`config.mk`:
```
export PLATFORM = sky130hd
export DESIGN_NAME = fifo_wr_ctrl_flat
export DESIGN_NICKNAME = d
export VERILOG_FILES = /design/src/rtl/fifo_wr_if.sv /design/src/rtl/fifo_wr_ctrl.sv /design/src/flat_wrapper.sv
export SDC_FILE = /design/constraint.sdc
export NUM_CORES = 1
export LEC_CHECK = 0
export BUFFER_PORTS_ARGS = -buffer_cell sky130_fd_sc_hd__buf_2
export CAP_MARGIN = 0
export CORE_ASPECT_RATIO = 2
export CORE_MARGIN = 2
export CORE_UTILIZATION = 58
export DETAILED_ROUTE_END_ITERATION = 16
export PLACE_DENSITY = 0.87
export SYNTH_ARGS = -nofsm -noshare
export SYNTH_HDL_FRONTEND = slang
export SYNTH_SLANG_ARGS = --single-unit
```
`constraint.sdc`:
```
create_clock -name clk -period 6.9 [get_ports clk]
set_clock_uncertainty 0.1 [all_clocks]
set_input_delay 1.725 -clock clk [delete_from_list [all_inputs] [get_ports clk]]
set_output_delay 1.725 -clock clk [all_outputs]
set_load 0.05 [all_outputs]
```
`src/rtl/fifo_wr_if.sv`:
```
// Write-side port bundle between a data producer and the test FIFO.
// valid/ready: a word on din is transferred on every rising edge where wr_en=1; full=1 forbids wr_en.
interface fifo_wr_if #(
  parameter int DATA_W = 6
) ();
  logic [DATA_W-1:0] din;
  logic              wr_en;
  logic              full;
  logic              empty;

  modport master (output din, output wr_en, input full, input empty);
  modport slave  (input din, input wr_en, output full, output empty);
endinterface

```
`src/rtl/fifo_wr_ctrl.sv`:
```
// Burst producer for the test FIFO: settle after enable, write an incrementing
// stream in bursts honouring full, then wait for the FIFO to drain before the next burst.
module fifo_wr_ctrl #(
  parameter int DATA_W    = 6,
  parameter int BURST_LEN = 8,
  parameter int START_DLY = 10,
  parameter int CNT_W     = 16
) (
  input  logic             clk,
  input  logic             rst,
  input  logic             en,
  fifo_wr_if.master        fifo,
  output logic             busy,
  output logic             burst_done,
  output logic [CNT_W-1:0] wr_total,
  output logic [1:0]       state_dbg
);

  typedef enum logic [1:0] {
    IDLE       = 2'd0,
    SETTLE     = 2'd1,
    WRITE      = 2'd2,
    DRAIN_WAIT = 2'd3
  } state_t;

  // In until-full mode the burst counter only has to remember "at least one write".
  localparam int             BCW         = (BURST_LEN < 2) ? 1 : $clog2(BURST_LEN + 1);
  localparam logic [BCW-1:0] BL_VAL      = BCW'(BURST_LEN);
  localparam logic [BCW-1:0] BL_LAST     = BCW'(BURST_LEN - 1);
  localparam logic [7:0]     SETTLE_LAST = 8'(START_DLY - 1);

  state_t            r_state;
  state_t            w_state_nxt;
  logic [7:0]        r_settle_cnt;
  logic [7:0]        w_settle_nxt;
  logic [BCW-1:0]    r_burst_cnt;
  logic [BCW-1:0]    w_burst_nxt;
  logic              r_burst_done;
  logic              w_done_nxt;
  logic [DATA_W-1:0] r_din;
  logic [CNT_W-1:0]  r_wr_total;
  logic              w_room;
  logic              w_wr_en;

  assign w_room  = (BURST_LEN == 0) || (r_burst_cnt < BL_VAL);
  assign w_wr_en = (r_state == WRITE) && !fifo.full && w_room;

  always_comb begin
    w_state_nxt  = r_state;
    w_settle_nxt = r_settle_cnt;
    w_burst_nxt  = r_burst_cnt;
    w_done_nxt   = 1'b0;
    case (r_state)
      IDLE: begin
        if (en) begin
          w_state_nxt  = SETTLE;
          w_settle_nxt = 8'd0;
        end
      end
      SETTLE: begin
        if (!en) begin
          w_state_nxt = IDLE;
        end else if (r_settle_cnt == SETTLE_LAST) begin
          w_state_nxt = WRITE;
        end else begin
          w_settle_nxt = r_settle_cnt + 8'd1;
        end
      end
      WRITE: begin
        if (w_wr_en) begin
          w_burst_nxt = (BURST_LEN == 0) ? BCW'(1) : r_burst_cnt + BCW'(1);
        end
        // Dropping enable lets the in-flight write land but abandons the burst silently.
        if (!en) begin
          w_state_nxt = IDLE;
          w_burst_nxt = '0;
        end else if ((BURST_LEN != 0) && w_wr_en && (r_burst_cnt == BL_LAST)) begin
          w_state_nxt = DRAIN_WAIT;
          w_done_nxt  = 1'b1;
          w_burst_nxt = '0;
        end else if ((BURST_LEN == 0) && fifo.full && (r_burst_cnt != '0)) begin
          w_state_nxt = DRAIN_WAIT;
          w_done_nxt  = 1'b1;
          w_burst_nxt = '0;
        end
      end
      DRAIN_WAIT: begin
        if (!en) begin
          w_state_nxt = IDLE;
        end else if (fifo.empty) begin
          w_state_nxt = WRITE;
        end
      end
      default: w_state_nxt = IDLE;
    endcase
  end

  always_ff @(posedge clk) begin
    if (rst) begin
      r_state      <= IDLE;
      r_settle_cnt <= 8'd0;
      r_burst_cnt  <= '0;
      r_burst_done <= 1'b0;
      r_din        <= '0;
      r_wr_total   <= '0;
    end else begin
      r_state      <= w_state_nxt;
      r_settle_cnt <= w_settle_nxt;
      r_burst_cnt  <= w_burst_nxt;
      r_burst_done <= w_done_nxt;
      if (w_wr_en) begin
        r_din      <= r_din + DATA_W'(1);
        r_wr_total <= r_wr_total + CNT_W'(1);
      end
    end
  end

  assign fifo.din    = r_din;
  assign fifo.wr_en  = w_wr_en;
  assign busy        = (r_state != IDLE);
  assign burst_done  = r_burst_done;
  assign wr_total    = r_wr_total;
  assign state_dbg   = r_state;

endmodule

```
`src/flat_wrapper.sv`:
```
// flat-port wrapper written by rule: the top's interface ports become plain ports
module fifo_wr_ctrl_flat 
#(
  parameter int DATA_W    = 6,
  parameter int BURST_LEN = 8,
  parameter int START_DLY = 10,
  parameter int CNT_W     = 16
)
  (clk, rst, en, busy, burst_done, wr_total, state_dbg, fifo_din, fifo_wr_en, fifo_full, fifo_empty);
  fifo_wr_if #(.DATA_W(DATA_W)) fifo_i ();
  input  logic clk;
  input  logic rst;
  input  logic en;
  output logic busy;
  output logic burst_done;
  output logic [CNT_W-1:0] wr_total;
  output logic [1:0] state_dbg;
  output wire logic [$bits(fifo_i.din)-1:0] fifo_din;
  output wire logic [$bits(fifo_i.wr_en)-1:0] fifo_wr_en;
  input wire logic [$bits(fifo_i.full)-1:0] fifo_full;
  input wire logic [$bits(fifo_i.empty)-1:0] fifo_empty;
  assign fifo_din = fifo_i.din;
  assign fifo_wr_en = fifo_i.wr_en;
  assign fifo_i.full = fifo_full;
  assign fifo_i.empty = fifo_empty;
  fifo_wr_ctrl #(.DATA_W(DATA_W), .BURST_LEN(BURST_LEN), .START_DLY(START_DLY), .CNT_W(CNT_W)) u_core (.clk(clk), .rst(rst), .en(en), .fifo(fifo_i), .busy(busy), .burst_done(burst_done), .wr_total(wr_total), .state_dbg(state_dbg));
endmodule
```
* Yosys cells after proc, flatten, opt, wreduce, memory -nomap -nowiden
Index checks and enable logic that the tools add are counted.
Operators by class: equality and inequality tests 12, muxes and demuxes 16, bitwise gates (word level) 2, magnitude comparators 1, reductions and logical operators 11, $add $sub $neg 4
Operator list (count):
- two-way mux 8 bit | 3
- adder 16 x 1 -> 16 bit, second input constant | 1
- one-hot mux 8 bit (2 select lines) | 1
- two-way mux 2 bit | 7
- two-way mux 4 bit | 3
- adder 8 x 1 -> 8 bit, second input constant | 1
- == test 8 x 4 -> 1 bit, second input constant | 1
- one-hot mux 2 bit (4 select lines) | 1
- AND reduction 4 bit | 2
- adder 6 x 1 -> 6 bit, second input constant | 1
- != test 2 bit, second input constant | 3
- != test 3 bit, second input constant | 2
- adder 4 x 1 -> 4 bit, second input constant | 1
- == test 2 bit, second input constant | 2
- == test 4 x 3 -> 1 bit, second input constant | 1
- less-than comparator 4 bit, second input constant | 1
- nonzero test 2 bit | 2
- logical AND 1 bit | 3
- != test 3 x 1 -> 1 bit, second input constant | 1
- != test 3 x 2 -> 1 bit, second input constant | 1
- OR reduction 3 bit | 1
- == test 2 x 1 -> 1 bit, second input constant | 1
- logical NOT 2 bit | 1
- NOT 1 bit | 2
- other kinds (3) | 3
Storage, ports and cells: output and inout port bits 27, input bits 5, register bits after elaboration 37

* Depth between registers and ports, before layout
Gate-level depths: netlist (run 1).
depth after elaboration 7, gate-level depth with buffers 7, depth with buffers taken out 6

* Worst setup path before layout (run 1)
Ideal clock, no wire load.
path type input to output, from input fifo_full, to output fifo_wr_en, path buffers 2, data arrival time 2.892 ns, stages 4, data required time 5.075 ns, slack 2.183 ns, path through or4b_4 clkbuf_1 inv_1 buf_2
Between the ends: longest elaborated chain between the ends 3
RTL lines:
- start: declaration | RTL line flat_wrapper.sv:20 | input wire logic [$bits(fifo_i.full)-1:0] fifo_full;
- logical NOT 1 bit | RTL line fifo_wr_ctrl.sv:46 | assign w_wr_en = (r_state == WRITE) && !fifo.full && w_room;
- logical AND 1 bit (2 in series) | RTL line fifo_wr_ctrl.sv:46
- end: declaration | RTL line flat_wrapper.sv:19 | output wire logic [$bits(fifo_i.wr_en)-1:0] fifo_wr_en;
No other way between the ends.

* Worst setup path after layout (run 1)
Same ends and word-level chain as after synthesis.

==> Implementation_results.wiki, run 1 <==
{| class="wikitable"
! Metric !! Value
|-
| Run status || finished clean
|-
| Internal power || 0.308 mW
|-
| Count of synthesis-stage warnings from yosys || 0
|-
| Register share of total power || 55.0%
|-
| Critical Path Sink Type || output port
|-
| Data arrival time at the worst-slack endpoint || 3.11 ns
|-
| Slew at the pin closest to its max-slew limit || 0.553 ns
|-
| Maximum number of buffers from clock root to sink || 2
|-
| Worst relative slew slack || 63.1%
|-
| Via density || 5.75
|-
| Crit path buffers/inverters || 3
|-
| Total gr overflow || 0
|-
| Max stage delay cell, worst path || sky130_fd_sc_hd__or4b_4
|-
| Count of H-tree levels built during CTS || 2
|-
| Area of the core || 0.00274 mm^2
|-
| Finish-stage setup viols || 0
|-
| Layout Utilization || 71.0%
|-
| Via count || 1466
|-
| Row count || 27
|-
| Number of synthesized register bits || 37
|-
| Cell type with the largest total area after synthesis || sky130_fd_sc_hd__dfxtp_1
|-
| Post-detailed-placement half-perimeter wirelength || 2490 um
|-
| Critical path, cell by cell || buf_2 > or4b_4 > inv_1 > buf_2
|-
| Worst Path Class, Setup || in -> out
|-
| Number of cells produced by synthesis || 193
|-
| Ports placed on the boundary || 32
|-
| Clock period minus worst slack || 4.94 ns
|-
| Effective utilization at floorplan || 61.1%
|-
| Sw Pwr || 0.0834 mW
|-
| Number of hold buffers added after CTS || 0
|-
| Synthesized area divided by synthesized cell count || 8.67 um^2
|-
| Power density relative to cell area || 201 mW/mm^2
|-
| Maximum cell stage delay along the critical path || 0.57 ns
|-
| Vert. Die Dim || 80.0 um
|-
| Switch share || 21.3%
|-
| Final-stage net count || 235
|-
| Largest cells by area after synthesis || sky130_fd_sc_hd__dfxtp_1, sky130_fd_sc_hd__xor2_1, sky130_fd_sc_hd__nor2_1
|-
| Total negative setup slack || 0 ns
|-
| Count of endpoints failing hold in the final timing report || 0
|-
| Max IR drop VDD || 0.000204 V
|-
| Vias in the first global route || 1376
|-
| Post-synthesis cell area || 0.00167 mm^2
|-
| Number of enable flip-flop cells after synthesis || 0
|-
| LEAKAGE || 0.791 nW
|-
| Clock Root Buffer || sky130_fd_sc_hd__clkbuf_8
|-
| Count of cell types in the netlist || 35
|-
| Wire length per cell after detailed routing || 13.3 um
|-
| Dominant synthesized flop cell || sky130_fd_sc_hd__dfxtp_1
|-
| Skew-Pair Late Insertion Delay || 0.29 ns
|-
| Clock-pin slew of the registers on the worst-case setup and hold paths || 0.07 ns
|-
| Max-cap check violation count || 0
|-
| DIE AREA || 0.00336 mm^2
|-
| Chip Width || 42.0 um
|-
| Unrepaired setup endpoints after global routing || false
|-
| Share of layout cells above drive strength 1 || 20.4%
|-
| Layout overhead on the synthesized area || 16.1%
|-
| Antenna fix cells || 0
|-
| TritonCTS Sinks || 37
|-
| Pre-Repair DR Iteration Count || 4
|-
| Final Wtd Congestion || 0.810
|-
| Global-route wire length before repair || 5750 um
|-
| Top layer reached by signal wires || met4
|-
| Number of instances resized during post-cts repair || 0
|-
| Startpoint Class || primary input
|-
| Number of antenna violations at the first check in global routing || 0
|-
| Tot Pwr || 0.391 mW
|-
| Class of the tightest hold or removal check || reg -> reg
|-
| Post-Syn Nets || 203
|-
| CTS Buf Count || 5
|-
| CP most frequent cell || sky130_fd_sc_hd__buf_2
|-
| Wire length on met1 || 1240 um
|-
| Share of async-settable or async-resettable flops after synthesis || 0%
|-
| Total Routing Usage GR || 22.4%
|-
| Critical Path RT || 5.08 ns
|-
| Total wire length || 3400 um
|-
| Detailed-routed wire length on met2 || 1930 um
|-
| Logic gate share of total power || 3.2%
|-
| Count of buffers added by post-CTS timing repair for setup || 0
|-
| Remaining antenna violation count || 0
|-
| Largest net degree at the start of global routing || 34
|-
| Sequential cell area fraction in the yosys report || 44.3%
|-
| Starting DRT DRC Count || 31
|-
| Critical path's top delay family || buffers and inverters
|-
| IO Port Bufs || 31
|-
| Residual DRC || 0
|-
| Number of pins with negative max-slew slack in the final report || 0
|-
| CTS tree || yes
|-
| Max frequency || 203 MHz
|-
| Ratio of final minimum period to clock period || 71.5%
|-
| Crit Path Max Fanout || 14
|-
| Length of routed met3 wiring || 138 um
|-
| Post-synth top area share || 44.3%
|-
| Clock power share || 41.8%
|}
==> final timing paths <==
path                                                        from                                to  slack (ns)  cells past startpoint
worst max-delay path                                   fifo_full                        fifo_wr_en        1.96                      4
worst min-delay path            u_core.wr_total[15]$_SDFFE_PP0P_  u_core.wr_total[15]$_SDFFE_PP0P_        0.39                      2
worst max register to register  u_core.state_dbg[0]$_SDFFE_PP0P_  u_core.wr_total[15]$_SDFFE_PP0P_        4.60                      4
worst min register to register  u_core.wr_total[15]$_SDFFE_PP0P_  u_core.wr_total[15]$_SDFFE_PP0P_        0.39                      2
==> layout by cell type, fill, tap and decap left out, drive strengths merged, types with 6 or more instances in the layout <==
| master | instances |
|---|---|
| buf | 31 |
| xor2 | 13 |
| nand3 | 7 |
| nor2 | 24 |
| nand4 | 9 |
| dfxtp | 37 |
| o21ai | 6 |
| clkbuf | 7 |
| a21oi | 10 |
| inv | 6 |
| nand2 | 17 |
| xnor2 | 8 |
==> worst register-to-register path, stage by stage (launching register included) <==
cell and delay, ns:
sky130_fd_sc_hd__dfxtp_1 0.41, sky130_fd_sc_hd__or4b_4 0.65, sky130_fd_sc_hd__or4_4 0.60, sky130_fd_sc_hd__or3_1 0.35
sky130_fd_sc_hd__a21oi_1 0.13
==> cell usage after synthesis, drive strengths merged, types with 4 or more instances <==
library cell / instances
dfxtp: 37
nor2: 24
nand2: 17
xor2: 13
a21oi: 10
nand4: 9
xnor2: 8
nand3: 7
inv: 6
o21ai: 6
clkbuf: 5
ha: 5
nor3: 5
or3: 5
or2: 4
==> area by class of cell <==
class | count | area (um^2)
Sequential cell | 37 | 741
Clock inverter | 1 | 5.00
Clock buffer | 7 | 96.3
Tap cell | 29 | 36.3
Multi-Input combinational cell | 144 | 886
Fill cell | 232 | 795
Inverter | 6 | 22.5
Timing Repair Buffer | 31 | 155
==> routing by layer <==
metal,vias to the layer above,track usage (%)
met2,36,42.8
met5,-,0
met3,9,5.20
li1,733,-
met4,0,12.3
met1,688,20.8
==> cell families (layout without fill, tap and decap cells) <==
logic type | count (synthesis) | count (layout) | synth area share, %
AND/OR/NAND/NOR | 91 | 91 | 28.5
flip-flops | 37 | 37 | 44.3
AO/OA/AOI/OAI | 26 | 26 | 9.05
XOR/XNOR | 21 | 21 | 11.0
buffers and inverters | 12 | 45 | 2.77
adder cells (fa/ha/maj) | 5 | 5 | 3.74
multiplexers | 1 | 1 | 0.673
==> flip-flops by register name, indices dropped and copies added, names as in the netlist <==
signal / cells
u_core.fifo.din: 6
u_core.r_burst_cnt: 4
u_core.r_settle_cnt: 8
u_core.burst_done: 1
u_core.state_dbg: 2
u_core.wr_total: 16
==> power groups by stage <==
stage / clock network [mW] / registers (mW) / logic [mW]
after floorplan: 0 / 0.221 / 0.00806
after global placement: 0 / 0.220 / 0.0120
after detailed placement: 0 / 0.220 / 0.0124
after CTS: 0.167 / 0.215 / 0.0126
after global routing: 0.172 / 0.215 / 0.0137
final: 0.163 / 0.215 / 0.0124
==> stage by stage <==
stage	worst slack (ns)	area, um^2	std cells	hold WS [ns]
6_report	1.96	1940	255	0.388
4_1_cts	1.95	1940	255	0.398
3_5_place_dp	1.97	1840	247	0.388
2_1_floorplan	2.18	1670	193	0.362
3_3_place_gp	1.97	1840	247	0.365
5_1_grt	1.88	1940	255	0.425
No activity file was read; power rests on OpenSTA's default activity.
==> run 2: changes to the inputs <==
--- a/config.mk
+++ b/config.mk
@@ -9,9 +9,9 @@
 export CAP_MARGIN = 0
 export CORE_ASPECT_RATIO = 2
 export CORE_MARGIN = 2
-export CORE_UTILIZATION = 58
+export CORE_UTILIZATION = 49
 export DETAILED_ROUTE_END_ITERATION = 16
-export PLACE_DENSITY = 0.87
+export PLACE_DENSITY = 0.79
 export SYNTH_ARGS = -nofsm -noshare
 export SYNTH_HDL_FRONTEND = slang
 export SYNTH_SLANG_ARGS = --single-unit
==> constraint.sdc (replaced) <==
create_clock -name clk -period 4.5 [get_ports clk]
set_clock_uncertainty 0.1 [all_clocks]
set_input_delay 1.125 -clock clk [delete_from_list [all_inputs] [get_ports clk]]
set_output_delay 1.125 -clock clk [all_outputs]
set_load 0.05 [all_outputs]
==> Implementation_results.wiki, run 2 (synthesis gave the netlist of run 1 again) <==
{| class="wikitable"
! Metric !! Value
|-
| Run status || finished clean
|-
| Critical Path RT || 3.27 ns
|-
| Critical Path Sink Type || output port
|-
| Post-detailed-placement half-perimeter wirelength || 2540 um
|-
| Filler instances || 316
|-
| Vert. Die Dim || 86.6 um
|-
| Minimum setup slack among reg-to-reg paths || 2.14 ns
|-
| Worst relative slew slack || 63.0%
|-
| Start of the worst register-to-register path || u_core.state_dbg[0]$_SDFFE_PP0P_
|-
| Remaining antenna violation count || 0
|-
| Max frequency || 291 MHz
|-
| Max IR drop VDD || 0.000294 V
|-
| Ratio of final minimum period to clock period || 76.3%
|-
| Logic gate share of total power || 2.9%
|-
| Largest net degree at the start of global routing || 34
|-
| Number of hold buffers added after CTS || 0
|-
| Count of buffers added by post-CTS timing repair for setup || 0
|-
| Total wire length || 3490 um
|-
| Global-route wire length before repair || 6020 um
|-
| IO Port Bufs || 31
|-
| Total gr overflow || 0
|-
| Crit Path Max Fanout || 13
|-
| Flip-flop count of the largest register, all copies and words added || 16
|-
| Hold wc startpoint || u_core.wr_total[15]$_SDFFE_PP0P_
|-
| DIE AREA || 0.00393 mm^2
|-
| Switch share || 20.2%
|-
| Count of H-tree levels built during CTS || 2
|-
| Ports placed on the boundary || 32
|-
| Power density relative to cell area || 327 mW/mm^2
|-
| Layout overhead on the synthesized area || 17.7%
|-
| Via density || 5.70
|-
| LEAKAGE || 0.801 nW
|-
| Number of antenna violations at the first check in global routing || 0
|-
| Vias in the first global route || 1407
|-
| Sw Pwr || 0.130 mW
|-
| Effective utilization at floorplan || 50.1%
|-
| Launch point of the critical path || fifo_full
|-
| Final WS setup || 1.07 ns
|-
| TritonCTS Sinks || 37
|-
| Clock Root Buffer || sky130_fd_sc_hd__clkbuf_8
|-
| CTS Buf Count || 5
|-
| Unrepaired setup endpoints after global routing || false
|-
| Clock-pin slew of the registers on the worst-case setup and hold paths || 0.07 ns
|-
| Pre-Repair DR Iteration Count || 4
|-
| Starting DRT DRC Count || 25
|-
| Number of instances resized during post-cts repair || 0
|-
| Max-cap check violation count || 0
|-
| Worst Path Class, Setup || in -> out
|-
| Setup slack after placement || 1.06 ns
|-
| Leading cell type in the layout, fill and taps excluded || sky130_fd_sc_hd__dfxtp_1
|-
| Share of layout cells above drive strength 1 || 20.3%
|-
| Antenna fix cells || 0
|-
| Most used cells in the layout excluding fill and tap cells || sky130_fd_sc_hd__dfxtp_1, sky130_fd_sc_hd__buf_2, sky130_fd_sc_hd__nor2_1
|-
| Post-Place Cell Area || 0.00185 mm^2
|-
| CTS tree || yes
|-
| Wire length on met1 || 1340 um
|-
| Final-stage net count || 236
|-
| Skew-Pair Late Insertion Delay || 0.29 ns
|-
| Finish-stage setup viols || 0
|-
| Top layer reached by signal wires || met4
|-
| Number of pins with negative max-slew slack in the final report || 0
|-
| Area of the core || 0.00334 mm^2
|-
| Final Wtd Congestion || 0.792
|-
| Register share of total power || 51.3%
|-
| Wire length per cell after detailed routing || 13.5 um
|-
| Length of routed met3 wiring || 90 um
|-
| Count of endpoints failing hold in the final timing report || 0
|-
| Class of the tightest hold or removal check || reg -> reg
|-
| Destination of the worst register-to-register timing path || u_core.wr_total[15]$_SDFFE_PP0P_
|-
| Design Area, Final || 0.00197 mm^2
|-
| Row count || 30
|-
| Depth of the most critical reg-to-reg path || 4
|-
| Last element of the critical path || fifo_wr_en
|-
| Clock power share || 45.8%
|-
| Data arrival time at the worst-slack endpoint || 2.21 ns
|-
| Detailed-routed wire length on met2 || 1910 um
|-
| Residual DRC || 0
|-
| Via count || 1476
|-
| Total Routing Usage GR || 20.6%
|-
| Total negative setup slack || 0 ns
|-
| Maximum number of buffers from clock root to sink || 2
|-
| Clock period minus worst slack || 3.43 ns
|-
| Slew at the pin closest to its max-slew limit || 0.547 ns
|-
| Startpoint Class || primary input
|-
| Internal power || 0.514 mW
|-
| Chip Width || 45.3 um
|}
[run 2: how the worst min path moves through the flow]
stage | to | slack [ns] | depth (start not counted)
6_report | u_core.wr_total[15]$_SDFFE_PP0P_ | 0.39 | 2
5_1_grt | u_core.r_burst_cnt[0]$_SDFFE_PP0P_ | 0.42 | 2
4_1_cts | u_core.wr_total[15]$_SDFFE_PP0P_ | 0.39 | 2
3_5_place_dp | u_core.wr_total[15]$_SDFFE_PP0P_ | 0.38 | 2
3_3_place_gp | u_core.wr_total[15]$_SDFFE_PP0P_ | 0.37 | 2
2_1_floorplan | u_core.r_settle_cnt[3]$_SDFFE_PP0P_ | 0.36 | 2
[run 2: through the flow]
step / cells / hold WS (ns) / total power [mW] / utilization [%]
CTS: 259 / 0.392 / 0.650 / 58.9
floorplan: 193 / 0.362 / 0.351 / -
finish: 259 / 0.393 / 0.644 / 58.9
global route: 259 / 0.421 / 0.667 / 58.9
global placement: 251 / 0.366 / 0.357 / 55.4
detailed placement: 251 / 0.379 / 0.357 / 55.4
[run 2: final cells by class]
class                           instances  area [um^2]  share of cell area [%]
Multi-Input combinational cell        144          886                    45.0
Sequential cell                        37          741                    37.6
Timing Repair Buffer                   32          163                    8.26
Clock buffer                            7         86.3                    4.39
Tap cell                               32         40.0                    2.03
Clock inverter                          1         30.0                    1.53
Inverter                                6         22.5                    1.14
[run 2: routing by layer]
layer / GRT usage, % / vias up
li1: - / 734
met1: 20.8 / 698
met2: 35.3 / 29
met3: 4.38 / 15
met4: 14.2 / 0
met5: 0 / -
[run 2: power groups by stage]
stage,Sequential [mW],Clock [mW],Combinational (mW)
3_5_place_dp,0.338,0,0.0189
6_report,0.330,0.295,0.0187
3_3_place_gp,0.338,0,0.0187
2_1_floorplan,0.338,0,0.0124
5_1_grt,0.330,0.315,0.0210
4_1_cts,0.330,0.301,0.0190
[run 2: critical path, cell delays in order]
cell	delay [ns]
sky130_fd_sc_hd__buf_2	0.11
sky130_fd_sc_hd__or4b_4	0.58
sky130_fd_sc_hd__inv_1	0.12
sky130_fd_sc_hd__buf_2	0.27
